$ cat src/rtl/ahb3lite_to_apb_bridge_if.sv
// Signal bundle between the AHB3-Lite interconnect, the bridge and the APB4 peripheral cluster.
// The slave modport is the bridge's view; the master modport is the surrounding system's view.
interface ahb3lite_to_apb_bridge_if #(
  parameter int unsigned HADDR_SIZE = 32,
  parameter int unsigned HDATA_SIZE = 32,
  parameter int unsigned PADDR_SIZE = 8,
  parameter int unsigned PDATA_SIZE = 32
);
  // AHB3-Lite slave side
  logic                    HSEL;
  logic [HADDR_SIZE-1:0]   HADDR;
  logic [HDATA_SIZE-1:0]   HWDATA;
  logic [HDATA_SIZE-1:0]   HRDATA;
  logic                    HWRITE;
  logic [2:0]              HSIZE;
  logic [2:0]              HBURST;
  logic [3:0]              HPROT;
  logic [1:0]              HTRANS;
  logic                    HMASTLOCK;
  logic                    HREADY;
  logic                    HREADYOUT;
  logic                    HRESP;

  // APB4 master side
  logic                    PSEL;
  logic                    PENABLE;
  logic [2:0]              PPROT;
  logic                    PWRITE;
  logic [PDATA_SIZE/8-1:0] PSTRB;
  logic [PADDR_SIZE-1:0]   PADDR;
  logic [PDATA_SIZE-1:0]   PWDATA;
  logic [PDATA_SIZE-1:0]   PRDATA;
  logic                    PREADY;
  logic                    PSLVERR;

  modport slave (
    input  HSEL, HADDR, HWDATA, HWRITE, HSIZE, HBURST, HPROT, HTRANS, HMASTLOCK, HREADY,
    output HRDATA, HREADYOUT, HRESP,
    output PSEL, PENABLE, PPROT, PWRITE, PSTRB, PADDR, PWDATA,
    input  PRDATA, PREADY, PSLVERR
  );

  modport master (
    output HSEL, HADDR, HWDATA, HWRITE, HSIZE, HBURST, HPROT, HTRANS, HMASTLOCK, HREADY,
    input  HRDATA, HREADYOUT, HRESP,
    input  PSEL, PENABLE, PPROT, PWRITE, PSTRB, PADDR, PWDATA,
    output PRDATA, PREADY, PSLVERR
  );
endinterface

$ cat src/rtl/ahb3lite_to_apb_bridge.sv
// AHB3-Lite slave to APB4 master bridge, single clock domain.
// Each accepted AHB transfer becomes exactly one APB SETUP/ACCESS transfer.
module ahb3lite_to_apb_bridge #(
  parameter int unsigned HADDR_SIZE = 32,
  parameter int unsigned HDATA_SIZE = 32,
  parameter int unsigned PADDR_SIZE = 8,
  parameter int unsigned PDATA_SIZE = 32
) (
  input  logic                    HCLK,
  input  logic                    HRESET,
  ahb3lite_to_apb_bridge_if.slave bus
);

  localparam int unsigned STRB_W   = PDATA_SIZE / 8;
  localparam int unsigned LSB_W    = $clog2(STRB_W);
  localparam logic [2:0]  MAX_SIZE = 3'($clog2(HDATA_SIZE / 8));

  if (PDATA_SIZE != HDATA_SIZE) begin : g_width_check
    $error("ahb3lite_to_apb_bridge: PDATA_SIZE must equal HDATA_SIZE");
  end

  typedef enum logic [2:0] {
    ST_IDLE,
    ST_WDATA,
    ST_SETUP,
    ST_ACCESS,
    ST_ERR1,
    ST_ERR2
  } state_e;

  state_e                  state_q, state_d;
  logic                    hreadyout_q, hreadyout_d;
  logic                    hresp_q, hresp_d;
  logic                    psel_q, psel_d;
  logic                    penable_q, penable_d;
  logic                    pwrite_q;
  logic [2:0]              pprot_q;
  logic [STRB_W-1:0]       pstrb_q;
  logic [PADDR_SIZE-1:0]   paddr_q;
  logic [PDATA_SIZE-1:0]   pwdata_q;
  logic [HDATA_SIZE-1:0]   hrdata_q;

  logic                    accept_c;
  logic                    size_err_c;
  logic                    load_c;
  int unsigned             nbytes_c;
  logic [STRB_W-1:0]       mask_c;
  logic [LSB_W-1:0]        off_c;
  logic [STRB_W-1:0]       strb_c;

  assign accept_c   = bus.HSEL & bus.HREADY & bus.HTRANS[1];
  assign size_err_c = bus.HSIZE > MAX_SIZE;

  // Byte-lane strobe: 2**HSIZE ones placed at the size-aligned byte offset
  always_comb begin
    nbytes_c = 32'd1 << bus.HSIZE;
    mask_c   = '0;
    off_c    = '0;
    strb_c   = '0;
    if (!size_err_c) begin
      mask_c = {STRB_W{1'b1}} >> (STRB_W - nbytes_c);
      off_c  = bus.HADDR[LSB_W-1:0] & ~LSB_W'(nbytes_c - 32'd1);
      if (bus.HWRITE) begin
        strb_c = STRB_W'(mask_c << off_c);
      end
    end
  end

  // Next-state logic; AHB/APB control outputs are decoded from the next state
  always_comb begin
    state_d = state_q;
    load_c  = 1'b0;
    case (state_q)
      ST_IDLE, ST_ERR2: begin
        state_d = ST_IDLE;
        if (accept_c) begin
          load_c = 1'b1;
          if (size_err_c) begin
            state_d = ST_ERR1;
          end else if (bus.HWRITE) begin
            state_d = ST_WDATA;
          end else begin
            state_d = ST_SETUP;
          end
        end
      end
      ST_WDATA:  state_d = ST_SETUP;
      ST_SETUP:  state_d = ST_ACCESS;
      ST_ACCESS: begin
        if (bus.PREADY) begin
          state_d = bus.PSLVERR ? ST_ERR1 : ST_IDLE;
        end
      end
      ST_ERR1:   state_d = ST_ERR2;
      default:   state_d = ST_IDLE;
    endcase

    hreadyout_d = (state_d == ST_IDLE)  || (state_d == ST_ERR2);
    hresp_d     = (state_d == ST_ERR1)  || (state_d == ST_ERR2);
    psel_d      = (state_d == ST_SETUP) || (state_d == ST_ACCESS);
    penable_d   = (state_d == ST_ACCESS);
  end

  always_ff @(posedge HCLK) begin
    if (HRESET) begin
      state_q     <= ST_IDLE;
      hreadyout_q <= 1'b1;
      hresp_q     <= 1'b0;
      psel_q      <= 1'b0;
      penable_q   <= 1'b0;
    end else begin
      state_q     <= state_d;
      hreadyout_q <= hreadyout_d;
      hresp_q     <= hresp_d;
      psel_q      <= psel_d;
      penable_q   <= penable_d;
    end
  end

  // APB request fields are only reloaded at accept, so they hold through SETUP/ACCESS
  always_ff @(posedge HCLK) begin
    if (HRESET) begin
      paddr_q  <= '0;
      pwrite_q <= 1'b0;
      pprot_q  <= '0;
      pstrb_q  <= '0;
      pwdata_q <= '0;
      hrdata_q <= '0;
    end else begin
      if (load_c) begin
        paddr_q  <= bus.HADDR[PADDR_SIZE-1:0];
        pwrite_q <= bus.HWRITE;
        pprot_q  <= {~bus.HPROT[0], 1'b1, bus.HPROT[1]};
        pstrb_q  <= strb_c;
      end
      if (state_q == ST_WDATA) begin
        pwdata_q <= PDATA_SIZE'(bus.HWDATA);
      end
      if ((state_q == ST_ACCESS) && bus.PREADY && !bus.PSLVERR && !pwrite_q) begin
        hrdata_q <= HDATA_SIZE'(bus.PRDATA);
      end
    end
  end

  assign bus.HREADYOUT = hreadyout_q;
  assign bus.HRESP     = hresp_q;
  assign bus.HRDATA    = hrdata_q;
  assign bus.PSEL      = psel_q;
  assign bus.PENABLE   = penable_q;
  assign bus.PADDR     = paddr_q;
  assign bus.PWRITE    = pwrite_q;
  assign bus.PPROT     = pprot_q;
  assign bus.PSTRB     = pstrb_q;
  assign bus.PWDATA    = pwdata_q;

  // Burst type, lock, cacheability and upper address bits have no APB counterpart
  logic unused_c;
  assign unused_c = ^{bus.HBURST, bus.HMASTLOCK, bus.HPROT[3:2], bus.HADDR[HADDR_SIZE-1:PADDR_SIZE]};

endmodule

$ cat src/flat_wrapper.sv
// flat-port wrapper written by rule: the top's interface ports become plain ports
module ahb3lite_to_apb_bridge_flat 
#(
  parameter int unsigned HADDR_SIZE = 32,
  parameter int unsigned HDATA_SIZE = 32,
  parameter int unsigned PADDR_SIZE = 8,
  parameter int unsigned PDATA_SIZE = 32
)
  (HCLK, HRESET, bus_HSEL, bus_HADDR, bus_HWDATA, bus_HWRITE, bus_HSIZE, bus_HBURST, bus_HPROT, bus_HTRANS, bus_HMASTLOCK, bus_HREADY, bus_HRDATA, bus_HREADYOUT, bus_HRESP, bus_PSEL, bus_PENABLE, bus_PPROT, bus_PWRITE, bus_PSTRB, bus_PADDR, bus_PWDATA, bus_PRDATA, bus_PREADY, bus_PSLVERR);
  ahb3lite_to_apb_bridge_if #(.HADDR_SIZE(HADDR_SIZE), .HDATA_SIZE(HDATA_SIZE), .PADDR_SIZE(PADDR_SIZE), .PDATA_SIZE(PDATA_SIZE)) bus_i ();
  input  logic HCLK;
  input  logic HRESET;
  input wire logic [$bits(bus_i.HSEL)-1:0] bus_HSEL;
  input wire logic [$bits(bus_i.HADDR)-1:0] bus_HADDR;
  input wire logic [$bits(bus_i.HWDATA)-1:0] bus_HWDATA;
  input wire logic [$bits(bus_i.HWRITE)-1:0] bus_HWRITE;
  input wire logic [$bits(bus_i.HSIZE)-1:0] bus_HSIZE;
  input wire logic [$bits(bus_i.HBURST)-1:0] bus_HBURST;
  input wire logic [$bits(bus_i.HPROT)-1:0] bus_HPROT;
  input wire logic [$bits(bus_i.HTRANS)-1:0] bus_HTRANS;
  input wire logic [$bits(bus_i.HMASTLOCK)-1:0] bus_HMASTLOCK;
  input wire logic [$bits(bus_i.HREADY)-1:0] bus_HREADY;
  output wire logic [$bits(bus_i.HRDATA)-1:0] bus_HRDATA;
  output wire logic [$bits(bus_i.HREADYOUT)-1:0] bus_HREADYOUT;
  output wire logic [$bits(bus_i.HRESP)-1:0] bus_HRESP;
  output wire logic [$bits(bus_i.PSEL)-1:0] bus_PSEL;
  output wire logic [$bits(bus_i.PENABLE)-1:0] bus_PENABLE;
  output wire logic [$bits(bus_i.PPROT)-1:0] bus_PPROT;
  output wire logic [$bits(bus_i.PWRITE)-1:0] bus_PWRITE;
  output wire logic [$bits(bus_i.PSTRB)-1:0] bus_PSTRB;
  output wire logic [$bits(bus_i.PADDR)-1:0] bus_PADDR;
  output wire logic [$bits(bus_i.PWDATA)-1:0] bus_PWDATA;
  input wire logic [$bits(bus_i.PRDATA)-1:0] bus_PRDATA;
  input wire logic [$bits(bus_i.PREADY)-1:0] bus_PREADY;
  input wire logic [$bits(bus_i.PSLVERR)-1:0] bus_PSLVERR;
  assign bus_i.HSEL = bus_HSEL;
  assign bus_i.HADDR = bus_HADDR;
  assign bus_i.HWDATA = bus_HWDATA;
  assign bus_i.HWRITE = bus_HWRITE;
  assign bus_i.HSIZE = bus_HSIZE;
  assign bus_i.HBURST = bus_HBURST;
  assign bus_i.HPROT = bus_HPROT;
  assign bus_i.HTRANS = bus_HTRANS;
  assign bus_i.HMASTLOCK = bus_HMASTLOCK;
  assign bus_i.HREADY = bus_HREADY;
  assign bus_HRDATA = bus_i.HRDATA;
  assign bus_HREADYOUT = bus_i.HREADYOUT;
  assign bus_HRESP = bus_i.HRESP;
  assign bus_PSEL = bus_i.PSEL;
  assign bus_PENABLE = bus_i.PENABLE;
  assign bus_PPROT = bus_i.PPROT;
  assign bus_PWRITE = bus_i.PWRITE;
  assign bus_PSTRB = bus_i.PSTRB;
  assign bus_PADDR = bus_i.PADDR;
  assign bus_PWDATA = bus_i.PWDATA;
  assign bus_i.PRDATA = bus_PRDATA;
  assign bus_i.PREADY = bus_PREADY;
  assign bus_i.PSLVERR = bus_PSLVERR;
  ahb3lite_to_apb_bridge #(.HADDR_SIZE(HADDR_SIZE), .HDATA_SIZE(HDATA_SIZE), .PADDR_SIZE(PADDR_SIZE), .PDATA_SIZE(PDATA_SIZE)) u_core (.HCLK(HCLK), .HRESET(HRESET), .bus(bus_i));
endmodule
$ cat config.mk
export PLATFORM = sky130hd
export DESIGN_NAME = ahb3lite_to_apb_bridge_flat
export DESIGN_NICKNAME = d
export VERILOG_FILES = /design/src/rtl/ahb3lite_to_apb_bridge_if.sv /design/src/rtl/ahb3lite_to_apb_bridge.sv /design/src/flat_wrapper.sv
export SDC_FILE = /design/constraint.sdc
export NUM_CORES = 1
export LEC_CHECK = 0
export BUFFER_PORTS_ARGS = -buffer_cell sky130_fd_sc_hd__buf_2
export CORE_UTILIZATION = 35
export CTS_CLUSTER_DIAMETER = 30
export DETAILED_ROUTE_END_ITERATION = 10
export PLACE_DENSITY = 0.67
export SLEW_MARGIN = 20
export SYNTH_ARGS = -nofsm -noshare
export SYNTH_HDL_FRONTEND = slang
export SYNTH_SLANG_ARGS = --single-unit
$ cat constraint.sdc
create_clock -name HCLK -period 2.2 [get_ports HCLK]
set_input_delay 0.66 -clock HCLK [delete_from_list [all_inputs] [get_ports HCLK]]
set_output_delay 0.66 -clock HCLK [all_outputs]
set_load 0.01 [all_outputs]
# Yosys cells after proc, flatten, opt, wreduce, memory -nomap -nowiden
# Index checks and enable logic that the tools add are counted.
# Widths: inputs -> output; s select.
[word_totals]
reg_bits = 87
input_bits = 116
output_inout_bits = 84
elab_cells = 52
[classes]
n_addsub = 2
n_lt_le_gt_ge = 1
eq_ne = 9
shift = 3
muxes = 10
bitwise = 5
n_reduce_logical = 11
[op_table]
columns = ["cell", "n"]
rows = [
  ["$shl 1x3->32 const A", 1],
  ["$shr 4x32->4 const A", 1],
  ["$sub 3x32->32 const A", 1],
  ["$pmux 3 s5", 1],
  ["$eq 3x2->1 const B", 4],
  ["$eq 3x3->1 const B", 4],
  ["$mux 3", 4],
  ["$mux 4", 2],
  ["$logic_not 3->1", 2],
  ["$shl 4x2->4", 1],
  ["$eq 3x1->1 const B", 1],
  ["$gt 3x2->1 const B", 1],
  ["$logic_and 1x1->1", 3],
  ["$logic_or 1x1->1", 3],
  ["$and 1x1->1", 2],
  ["$and 2x2->2", 1],
  ["$logic_not 1->1", 2],
  ["$mux 1", 2],
  ["$mux 2", 1],
  ["$not 2->2", 1],
  ["$reduce_or 2->1", 1],
  ["$sub 2x1->2 const B", 1],
  ["$not 1->1", 1],
]

# Logic depth before layout (Yosys ltp)
[logic_depth]
word_depth = 7
ltp_mapped = 8

# Least setup slack after synthesis
# No wires, ideal clock.
[synth_path]
path_type = "input to register"
startpoint = "input bus_HSIZE[2]"
endpoint = "register u_core.pstrb_q[3], in the netlist u_core.bus.PSTRB[3]"
setup_ns = 0.088
arrival_ns = 1.916
required_time_ns = 2.112
slack_ns = 0.196
stages = 8
n_path_buf = 0
path_cell_list = "inv_1 -> xnor2_1 -> ha_1 -> nor4_1 -> nand2_1 -> nor3_1 -> a21oi_1 -> o31ai_1"
[synth_via]
elab_chain_cells = 7
[synth_rtl]
columns = ["item", "line_no", "source"]
rows = [
  ["start: declaration", "flat_wrapper.sv:17", "input wire logic [$bits(bus_i.HSIZE)-1:0] bus_HSIZE;"],
  ["parallel branches: the longest is 6 deep, another holds $sub 3x32->32", "--", ""],
  ["$mux 4 *", "ahb3lite_to_apb_bridge.sv:60", "if (!size_err_c) begin"],
  ["end signal: assignment", "ahb3lite_to_apb_bridge.sv:134", "pstrb_q <= strb_c;"],
  ["end: declaration", "ahb3lite_to_apb_bridge.sv:38", "logic [STRB_W-1:0] pstrb_q;"],
]
# Every way passes the cells marked *.
# A chain may end at the register's enable or synchronous reset.

# Worst setup path after layout
[layout_path]
startpoint = "input bus_HSIZE[1]"
endpoint = "register u_core.pstrb_q[3], in the netlist u_core.bus.PSTRB[3]"
# Same word-level chain as after synthesis.

==> results.toml <==
[worst_setup_path]
crit_top_cell = "nand2_1"
reg2reg_slack_ps = 490
crit_fanout = 5
end_kind = "register"
path_cells = "buf_2 -> nand2_1 -> xnor2_1 -> ha_1 -> nor4_1 -> nand2_1 -> nor3_2 -> a21oi_1 -> o31ai_1"
start_kind = "input port"
critical_path_class = "input port to register"
worstPathRequired_ps = 2450
cp.arrival_ps = 2250
cpPeakStageDelay_ps = 260
crit_slowest_cell = "ha_1"

[logic_synthesis]
ys.flop_type = "dfxtp_1"
synth.distinct_cells = 38
synth_seq_cells = 87
synth-seq-area-share = 0.525
synth.cell_area_sq_um = 3320
async_flop_share = 0
syn_area_per_cell_sq_um = 8.10
synth_enable_flop_cells = 0
synthCells = 410
yosys_warnings = 0
syn_nets = 532

[drt]
dr_total_vias = 3224
drt-pass1-iter-count = 4
routed_via_density = 4.67
dr.max_layer_used = "met4"
met1Wirelength_microns = 3530
wl_met3_microns = 762
wl_met2_microns = 3910
drc_errors = 0
wl_microns = 8280
ant_nets = 0
routedWlPerCell_microns = 12.0
drtIter0Drc = 70

[min_path]
hold_class = "register to register"

[floorplan]
die_h_microns = 99.4
die_w_microns = 99.4
io_pins = 200
core_sq_um = 9200
die_area_sq_um = 9880
start_util = 0.361
num_rows = 35

[sta]
setup_violations = 0
period_share = 0.910
tightest_slew_ps = 649
fin_ws_ps = 197
min_period_ps = 2000
finClkSkew_ps = 10.7
hold_viol_final = 0
fmax_ghz = 0.499
final_max_slew_viol_count = 0
maxSlewHeadroom = 0.567
rsz0062_at_grt = "no"
final.setup.tns_ps = 0

[power]
peakVddDrop_mv = 0.362
design_power_total_uw = 3200
p_per_area_nw_per_um2 = 714
cellLeakagePower_uw = 0.00203

[status]
status = "completed"

[global_routing]
antenna_found_initial = 0
grt_usage = 0.162
grt_first_pass_wirelength_microns = 12800
grt_pass1_vias = 2864
grt_max_degree = 45
grt_overflow = 0

[clock_network]
cts.sinks = 87
clk_pin_slew_worst_paths_ps = 80
root_buffer = "clkbuf_8"
insertion_delay_ps = 340
htreeDepth = 3
cts_max_path_buffers = 2
numCtsBuffers = 9
ctsHoldBuffers = 0
post_cts_buffers = 0
cts_resized = 0
cts_tree = "built"

[cells_and_area]
area_growth_pct = 35.2
drive_gt1_frac = 0.359
antenna_cells = 0
final_cells = 691
fillers = 928
final_nets = 697
fin_util = 0.488

[place]
io_buffers = 168
dp_cells = 675
gp_congestion = 0.812
place_ws_ps = -178
dp_hpwl_microns = 6090

[flow_run]
maxCapViolCount = 0
[cell type report]
class / instances / area [sq um] / share of cell area
clock buffers: 11 / 151 / 0.0337
clock inverters: 5 / 41.3 / 0.00920
inverters: 4 / 15.0 / 0.00335
multi-input cells: 290 / 1430 / 0.319
flip-flops and latches: 87 / 1740 / 0.388
well taps: 111 / 139 / 0.0309
repair buffers: 183 / 966 / 0.215
[per-stage QoR]
step / hold WS [ps] / area (sq um)
after floorplan: 479 / 3320
after global placement: 438 / 4290
after detailed placement: 445 / 4290
after CTS: 457 / 4480
after global routing: 473 / 4490
final: 453 / 4490
[sequential cells by signal (all words and copies together) (netlist names)]
signal and count:
u_core.bus.PWDATA 32, u_core.bus.PADDR 8, u_core.bus.HRDATA 32, u_core.bus.PWRITE 1, u_core.bus.PSTRB 4, u_core.bus.HREADYOUT 1
u_core.state_q 3, u_core.bus.PENABLE 1, u_core.bus.PSEL 1, u_core.bus.HRESP 1, u_core.bus.PPROT 3
[power breakdown]
group / internal (uW) / switching, uW / total (uW) / leakage [uW]
combinational: 201 / 256 / 457 / 0.00123
sequential: 1650 / 46.0 / 1690 / 0.000703
clock: 480 / 573 / 1050 / 0.0000922
[final timing paths]
kind / startpoint / end / cells after the start
worst max-delay path: bus_HSIZE[1] / u_core.bus.PSTRB[3]$_SDFFE_PP0P_ / 9
worst min-delay path: u_core.bus.PADDR[7]$_SDFFE_PP0P_ / u_core.bus.PADDR[7]$_SDFFE_PP0P_ / 2
worst max register to register: u_core.state_q[1]$_SDFF_PP0_ / u_core.bus.HRDATA[31]$_SDFFE_PP0P_ / 5
worst min register to register: u_core.bus.PADDR[7]$_SDFFE_PP0P_ / u_core.bus.PADDR[7]$_SDFFE_PP0P_ / 2
[cells by family after synthesis]
kind of cell,count (synthesis),share of synthesized area
flip-flops,87,0.525
AND/OR/NAND/NOR,185,0.231
adder cells (fa/ha/maj),6,0.0226
buffers and inverters,33,0.0482
AO/OA/AOI/OAI,95,0.161
XOR/XNOR,4,0.0128
[metal layers]
metal  GRT usage  vias up
li1            -     1671
met1       0.178     1423
met2       0.287      124
met3      0.0682        6
met4      0.0407        0
met5           0        -
[critical path, delay by kind of cell]
kind                     cells  cell delay, ps
AND/OR/NAND/NOR              4             720
AO/OA/AOI/OAI                2             300
XOR/XNOR                     1             180
buffers and inverters        1             120
adder cells (fa/ha/maj)      1             260
[cell usage after synthesis, drive strengths merged (2+ instances only)]
cell,instances,area share
nor3b,3,0.0083
buf,17,0.030
ha,6,0.023
nand2,154,0.17
nor3,2,0.0045
nor4,2,0.0038
a21o,3,0.0068
dfxtp,87,0.52
a21oi,78,0.12
o31ai,2,0.0045
inv,4,0.0045
clkbuf,12,0.014
o21ai,4,0.0060
nor2,13,0.015
xnor2,3,0.010
a22oi,2,0.0045
nand3,2,0.0030
[placed cells by master (no fill, tap or decap), drive strengths merged, types with 3 or more instances in the layout]
master  Yosys  layout
o21ai       4       4
xnor2       3       3
dfxtp      87      87
clkbuf     12      11
nand2     154     154
a21o        3       3
inv         4       5
nor2       13      13
nor3b       3       3
ha          6       6
buf        17     183
a21oi      78      78
No activity file was read; power rests on OpenSTA's default activity.
